### config.mk
export PLATFORM = sky130hd
export DESIGN_NAME = alu
export DESIGN_NICKNAME = d
export VERILOG_FILES = /design/src/rtl/alu_pkg.sv /design/src/rtl/alu_core.sv /design/src/rtl/alu.sv
export SDC_FILE = /design/constraint.sdc
export NUM_CORES = 1
export LEC_CHECK = 0
export ABC_AREA = 1
export BUFFER_PORTS_ARGS = -buffer_cell sky130_fd_sc_hd__buf_2
export CAP_MARGIN = 20
export CORE_UTILIZATION = 45
export CTS_BUF_LIST = sky130_fd_sc_hd__clkbuf_8
export CTS_CLUSTER_SIZE = 20
export DETAILED_ROUTE_END_ITERATION = 7
export PLACE_DENSITY = 0.7
export RECOVER_POWER = 25
export SYNTH_ARGS = -nofsm -noshare
export SYNTH_HDL_FRONTEND = slang
export SYNTH_SLANG_ARGS = --single-unit
### constraint.sdc
create_clock -name clk -period 2 [get_ports clk]
set_input_delay 0.4 -clock clk [delete_from_list [all_inputs] [get_ports clk]]
set_output_delay 0.4 -clock clk [all_outputs]
set_load 0.005 [all_outputs]
### src/rtl/alu_pkg.sv
// ============================================================================
// Module      : alu_pkg
// Description : Shared opcodes, flag indices and data width for the 16-bit ALU.
// Revision    : 1.0 - initial release
// ============================================================================
`default_nettype none

package alu_pkg;

  localparam int DATA_W = 16;

  typedef logic [DATA_W-1:0] word_t;

  localparam logic [2:0] OP_ADD  = 3'b000;
  localparam logic [2:0] OP_SUB  = 3'b001;
  localparam logic [2:0] OP_AND  = 3'b010;
  localparam logic [2:0] OP_OR   = 3'b011;
  localparam logic [2:0] OP_NOT  = 3'b100;
  localparam logic [2:0] OP_INC  = 3'b101;
  localparam logic [2:0] OP_MOV  = 3'b110;
  localparam logic [2:0] OP_SETC = 3'b111;

  localparam int FLAG_Z = 0;
  localparam int FLAG_N = 1;
  localparam int FLAG_C = 2;
  localparam int FLAG_V = 3;

endpackage

`default_nettype wire

### src/rtl/alu_core.sv
// ============================================================================
// Module      : alu_core
// Description : Combinational result and next-flag computation for the ALU.
//               ALU_OVERFLOW_FLAG_EN: drive V from signed overflow.
// Revision    : 1.0 - initial release
// ============================================================================
`default_nettype none

module alu_core
  import alu_pkg::*;
(
  input  logic [15:0] i_operand1,
  input  logic [15:0] i_operand2,
  input  logic [2:0]  i_operation,
  input  logic [3:0]  i_flags,
  output logic [15:0] o_result,
  output logic [3:0]  o_flags
);

  logic [16:0] w_ext;
  logic [2:0]  w_znc;

  always_comb begin
    w_ext = {1'b0, i_operand1};
    w_znc = i_flags[2:0];
    case (i_operation)
      OP_ADD: begin
        w_ext = {1'b0, i_operand1} + {1'b0, i_operand2};
        w_znc[FLAG_C] = w_ext[16];
      end
      OP_SUB: begin
        // Bit 16 of the wrapped 17-bit difference is the borrow.
        w_ext = {1'b0, i_operand1} - {1'b0, i_operand2};
        w_znc[FLAG_C] = w_ext[16];
      end
      OP_AND:  w_ext = {1'b0, i_operand1 & i_operand2};
      OP_OR:   w_ext = {1'b0, i_operand1 | i_operand2};
      OP_NOT:  w_ext = {1'b0, ~i_operand1};
      OP_INC: begin
        w_ext = {1'b0, i_operand1} + 17'd1;
        w_znc[FLAG_C] = w_ext[16];
      end
      OP_SETC: w_znc[FLAG_C] = 1'b1;
      default: ;
    endcase
    if (i_operation <= OP_INC) begin
      w_znc[FLAG_Z] = (w_ext[15:0] == 16'h0000);
      w_znc[FLAG_N] = w_ext[15];
    end
  end

  assign o_result = w_ext[15:0];

`ifdef ALU_OVERFLOW_FLAG_EN
  logic w_v;

  always_comb begin
    w_v = i_flags[FLAG_V];
    case (i_operation)
      OP_ADD:  w_v = (i_operand1[15] == i_operand2[15]) && (w_ext[15] != i_operand1[15]);
      OP_SUB:  w_v = (i_operand1[15] != i_operand2[15]) && (w_ext[15] != i_operand1[15]);
      OP_INC:  w_v = ~i_operand1[15] & w_ext[15];
      default: ;
    endcase
  end

  assign o_flags = {w_v, w_znc};
`else
  assign o_flags = {i_flags[FLAG_V], w_znc};
`endif

endmodule

`default_nettype wire

### src/rtl/alu.sv
// ============================================================================
// Module      : alu
// Description : 16-bit registered ALU; result and flags valid one cycle later.
//               ALU_OVERFLOW_FLAG_EN: enable signed-overflow V flag.
// Revision    : 1.0 - initial release
// ============================================================================
`default_nettype none

module alu
  import alu_pkg::*;
(
  input  logic        clk,
  input  logic        rst,
  input  logic [15:0] operand1,
  input  logic [15:0] operand2,
  input  logic [2:0]  operation,
  input  logic [3:0]  flags_in,
  output logic [15:0] result,
  output logic [3:0]  flags_out
);

  logic [15:0] w_result;
  logic [3:0]  w_flags;
  logic [15:0] r_result;
  logic [3:0]  r_flags;

  alu_core u_core (
    .i_operand1  (operand1),
    .i_operand2  (operand2),
    .i_operation (operation),
    .i_flags     (flags_in),
    .o_result    (w_result),
    .o_flags     (w_flags)
  );

  always_ff @(posedge clk) begin
    if (rst) begin
      r_result <= 16'h0000;
      r_flags  <= 4'b0000;
    end else begin
      r_result <= w_result;
      r_flags  <= w_flags;
    end
  end

  assign result    = r_result;
  assign flags_out = r_flags;

endmodule

`default_nettype wire

==> results of run 1 <==
## final cells by class
type / count / area (um^2) / share of cell area [%]
inverters: 127 / 501.7 / 7.458
clock buffers: 4 / 55.05 / 0.8183
well taps: 108 / 135.1 / 2.009
repair buffers: 252 / 1832 / 27.23
flip-flops and latches: 20 / 400.4 / 5.951
multi-input cells: 572 / 3804 / 56.54
## cells in the mapped netlist (all sizes together) (3+ instances only)
cell    count
nand3      90
inv       127
nand4      16
o21bai      3
nor2      112
nor3        8
clkbuf      3
ha         53
or2         3
a211oi      4
dfxtp      20
a21oi      33
o21ai      21
nand2     218
buf        18
## per-layer routing
layer  wire length [um]  share of wire (%)  GRT usage [%]  vias to the layer above
li1                   -                  -              -                     2801
met1               7279                 40          44.28                     2699
met2               8312                 46          60.29                      367
met3               1654                9.1          7.876                       93
met4                997                5.5          14.58                        0
met5                  0                  0              0                        -
## metrics by stage
stage          std cells  setup slack, ps  instance area (um^2)  TNS (ps)
3_5_place_dp        1063           -582.2                  5688     -4959
6_report            1083           -159.6                  6728    -370.1
3_3_place_gp        1062           -655.6                  5677     -6745
5_1_grt             1083           -252.8                  6728    -996.1
4_1_cts             1078           -103.5                  6133    -155.8
2_1_floorplan        741            3.317                  4068         0
## power by group through the flow
stage,Clock (uW),Combinational (uW),Sequential (uW)
after floorplan,0,655,458
after global placement,0,1330,450
after detailed placement,0,1340,451
after CTS,301,1480,442
after global routing,313,1870,444
final,300,1750,441
## worst min-delay path, cell delays in order
cell    delay (ps)
buf_2           70
inv_1           30
nor2_1          70
## logic make-up (layout without fill, tap and decap cells)
kind of cell | Yosys count | after routing | share of synthesized area [%]
adder cells (fa/ha/maj) | 55 | 55 | 17.38
buffers and inverters | 149 | 383 | 15.71
AND/OR/NAND/NOR | 449 | 449 | 47.66
AO/OA/AOI/OAI | 68 | 68 | 9.341
flip-flops | 20 | 20 | 9.898
## registers in the layout, indices dropped and copies added (netlist names)
name	cells
result	16
flags_out	4
## worst paths after layout
check | from | end | slack, ps | cells past startpoint
setup / recovery | operand2[0] | flags_out[0] | -160 | 16
hold / removal | flags_in[3] | flags_out[3] | 350 | 3
## timing repair
item,4_1_cts,5_1_grt
buffers inserted,11,7
setup endpoints to repair,9,13
endpoints found under the hold margin,0,0
cloned,0,0
resized for setup,77,160
pin swaps,30,69
==> impl_metrics.toml, run 1 <==
[floorplanning]
die_width_um = 96.81
die-area_um2 = 9372
ios = 61
start_util_pct = 46.38
rows = 34
fp.coreArea_um2 = 8721
die_h_um = 96.81

[timing]
fin_crit_ps = 2160
fin_hold_ws_ps = 346.7
setup_viol = 4
worstMarginPinSlew_ps = 354.0
post-route-period-util_pct = 108.0
relSlewSlack_pct = 76.37
slew_viol_final = 0
fin_ws_ps = -159.6
rsz0062_at_grt = "true"
finalHoldViolations = 0
fmax_mhz = 463.0

[finish]
area_growth_pct = 66.32
diodes = 0
drive_gt1_share_pct = 45.64
final.fill_count = 665
final_common_cell = "buf_4"
finalCoreUtilization_pct = 77.14
fin_nets = 1072
final_cell_mix = "buf_4, nand2_1, inv_1"

[power]
leakagePower_uw = 0.003534
p_per_area_nw_per_um2 = 370.0
vdd_ir_drop_max_uv = 300.8
pwr-share-comb_pct = 70.2
power_uw = 2489
power.share.clock_pct = 12.0
p_sw_uw = 1091
switching_share_pct = 43.85
p_seq_share_pct = 17.7
p_int_uw = 1398

[synth]
synthArstFlopShare_pct = 0
synth_nets = 837
yosysTopAreaCellShare_pct = 19.58
synth_area_leader_cell = "nand2_1"
ys_top_cells_by_area = "nand2_1, ha_1, inv_1, nand3_1, dfxtp_1"
yosys_warnings = 0
syn_inst = 741
syn_area_um2 = 4045
synth-main-ff-cell = "dfxtp_1"
synth-seq-cells = 20
synth_area_per_cell_um2 = 5.459
yosysSeqAreaShare_pct = 9.898
yosysUniqueCellTypes = 38
synth_edf_count = 0

[placement]
io_buffers = 60
hpwlAfterDp_um = 13820
place_congestion = 1.010

[clock_network]
h-tree-depth = 1
cts_tree = "yes"
ctsRootBufferMaster = "clkbuf_8"
clk_pin_slew_ps = 70
postCtsHoldBufs = 0
cts_buffers = 3
clock_path_buffers = 2
cts_sinks = 20

[worst_setup_path]
cp-end-kind = "flop"
cpMostUsedCell = "nand3_2"
crit_type = "in2reg"
cp_slowest_stage_delay_ps = 430
worst_setup_path_start_kind = "primary input"
arrival_ps = 2350
worstPathMaxFanout = 3
critPathTopFamily = "simple AND/OR/NAND/NOR gates"
crit_path_cell_trace = "buf_8 > buf_6 > ha_4 > inv_4 > fa_2 > nand2_1 > o21ai_1 > inv_1 > nand3_2 > nor2_2 > nand3_2 > nor2_4 > nand3_2 > nor2_1 > nand3_1 > a21oi_2"
cp.required_ps = 2190
path_buf_inv = 4
slowest_stage = "fa_2"

[routing]
routed_wl_um = 18240
viasPerCell = 5.503
detail-route-antenna-nets = 0
drc = 0
drt-pass1-iter-count = 6
drtIter0Drc = 444
vias = 5960
wl_per_cell_um = 16.85

[global_routing]
grt_max_degree = 17
overflow = 0
grt_pass1_vias = 5497
antenna_found_initial = 0
grt_usage_pct = 35.92
grt_pass1_wl_um = 26920

[flow_run]
max_cap_viol_count = 0

[hold_path]
hold_path_class = "in2reg"

[status]
violations = "setup timing"
status = "finished with violations"
Power figures use the tool's default switching activity.
==> inputs of run 2 (changes only) <==
- SETUP_SLACK_MARGIN: default -> 0.4
==> run 2 against run 1 <==
  * The run still ends with setup timing left
  * Die area is the same
  * Wire length rose by 18%
  * Flip-flop and latch count is the same
  * Clock power decreased by 4%
  * Via count increased by 9.2%
  * Sequential power about the same
  * Non-clock buffer count grew 40
  * Sequential share of layout area decreased by 0.77 points
==> impl_metrics.toml, run 2 (synthesized netlist as in run 1, its figures left out) <==
[worst_setup_path]
worstSetupStartpoint = "operand1[0]"
worstPathMaxFanout = 4
cp.required_ps = 2130
crit_type = "in2reg"
worstSetupEndpoint = "result[10]"
cp-end-kind = "flop"
arrival_ps = 2430
worst_setup_path_start_kind = "primary input"

[timing]
fin_ws_ps = -296.8
fin_tns_setup_ps = -916.6
relSlewSlack_pct = 75.37
fin_crit_ps = 2297
rsz0062_at_grt = "true"
finalHoldViolations = 0
worstMarginPinSlew_ps = 369.1
fmax_mhz = 435.4
post-route-period-util_pct = 114.8
setup_viol = 7
slew_viol_final = 0

[clock_network]
h-tree-depth = 1
cts_tree = "yes"
clock_path_buffers = 2
cts_buffers = 3
postCtsHoldBufs = 0
clk_pin_slew_ps = 60
cts_sinks = 20
ctsRootBufferMaster = "clkbuf_8"

[flow_run]
max_cap_viol_count = 0

[routing]
viasPerCell = 5.794
wl_per_cell_um = 19.25
drtIter0Drc = 688
drt-pass1-iter-count = 8
drc = 0
detail-route-antenna-nets = 0
vias = 6507
routed_wl_um = 21620

[hold_path]
hold_path_class = "in2reg"

[power]
vdd_ir_drop_max_uv = 309.7
p_int_uw = 1593
p_seq_share_pct = 15.3
power.share.clock_pct = 10.0
p_per_area_nw_per_um2 = 374.1
switching_share_pct = 44.90
leakagePower_uw = 0.003969
p_sw_uw = 1298
pwr-share-comb_pct = 74.7

[placement]
io_buffers = 60
place_congestion = 0.9921
hpwlAfterDp_um = 13590
post-place-ws_ps = -518.0

[global_routing]
overflow = 0
grt_pass1_wl_um = 30710
grt_usage_pct = 40.86
antenna_found_initial = 0
grt_max_degree = 17
grt_pass1_vias = 6242

[finish]
diodes = 0
final.fill_count = 474
area_growth_pct = 90.97
largest_reg_flops = 16
final_cell_mix = "buf_4, nand2_1, nor2_1"
drive_gt1_share_pct = 55.17
final_common_cell = "buf_4"
fin_nets = 1112
multi_input_area_um2 = 4215
seqCellArea_um2 = 400.4

[status]
status = "finished with violations"
violations = "setup timing"

[floorplanning]
fp.coreArea_um2 = 8721
start_util_pct = 46.38
ios = 61
die-area_um2 = 9372
die_width_um = 96.81
rows = 34
die_h_um = 96.81
run 2: changes by cell type in the layout (fill, tap and decap cells not counted), sizes merged:
cell	before	now
inv	127	125
clkinv	0	1
clkinvlp	0	1
buf	252	292
run 2: final cells by class:
type | instances | area share, %
timing repair buffer | 292 | 30.60
multi-input combinational | 572 | 54.57
tap | 108 | 1.749
sequential | 20 | 5.183
clock buffer | 4 | 0.7127
inverter | 127 | 7.191
run 2: power by group through the flow:
| stage | logic, uW | registers [uW] | clock network [uW] |
|---|---|---|---|
| after global placement | 1420 | 451 | 0 |
| after detailed placement | 1440 | 451 | 0 |
| final | 2160 | 441 | 289 |
| after floorplan | 735 | 458 | 0 |
| after global routing | 2270 | 444 | 299 |
| after CTS | 1860 | 442 | 290 |
run 2: repair_timing:
| item | CTS | global route |
|---|---|---|
| pin swaps | 119 | 40 |
| setup endpoints to repair | 18 | 18 |
| gates resized for setup | 288 | 84 |
| setup buffers | 29 | 6 |
run 2: worst min-delay path by stage:
| stage | from | end | slack, ps | cells past startpoint |
|---|---|---|---|---|
| finish | flags_in[3] | flags_out[3] | 350 | 3 |
| floorplan | flags_in[3] | flags_out[3] | 510 | 2 |
| global route | flags_in[3] | flags_out[3] | 360 | 3 |
| detailed placement | flags_in[3] | flags_out[3] | 610 | 3 |
| global placement | flags_in[3] | flags_out[3] | 610 | 3 |
| CTS | flags_in[3] | flags_out[3] | 360 | 3 |
run 2: metal layers:
metal | up-vias | track usage (%) | part of all wire [%]
met1 | 2872 | 48.01 | 36
met3 | 224 | 7.153 | 11
li1 | 2877 | - | -
met4 | 0 | 23.65 | 9.4
met2 | 534 | 69.50 | 44
met5 | - | 0 | 0
run 2: critical path: stages:
cell	delay [ps]
buf_12	100
clkinv_8	40
ha_4	150
inv_4	60
fa_2	320
nand3_4	170
nand2_4	140
nand2_4	70
nand2_4	100
nand3_4	100
nand2_1	90
nand2_1	50
nand3_1	90
nand4_1	180
buf_4	190
buf_6	100
inv_2	30
nor2_1	30
run 2: stage by stage:
stage | instance area [um^2] | instances | power (uW) | util [%] | hold WS (ps)
floorplan | 4284 | 741 | 1193 | - | 507.0
global placement | 6020 | 1084 | 1871 | 69.02 | 605.6
detailed placement | 6020 | 1084 | 1892 | 69.02 | 612.5
CTS | 7352 | 1117 | 2588 | 84.30 | 355.5
global route | 7725 | 1123 | 3017 | 88.58 | 360.7
finish | 7725 | 1123 | 2890 | 88.58 | 352.0
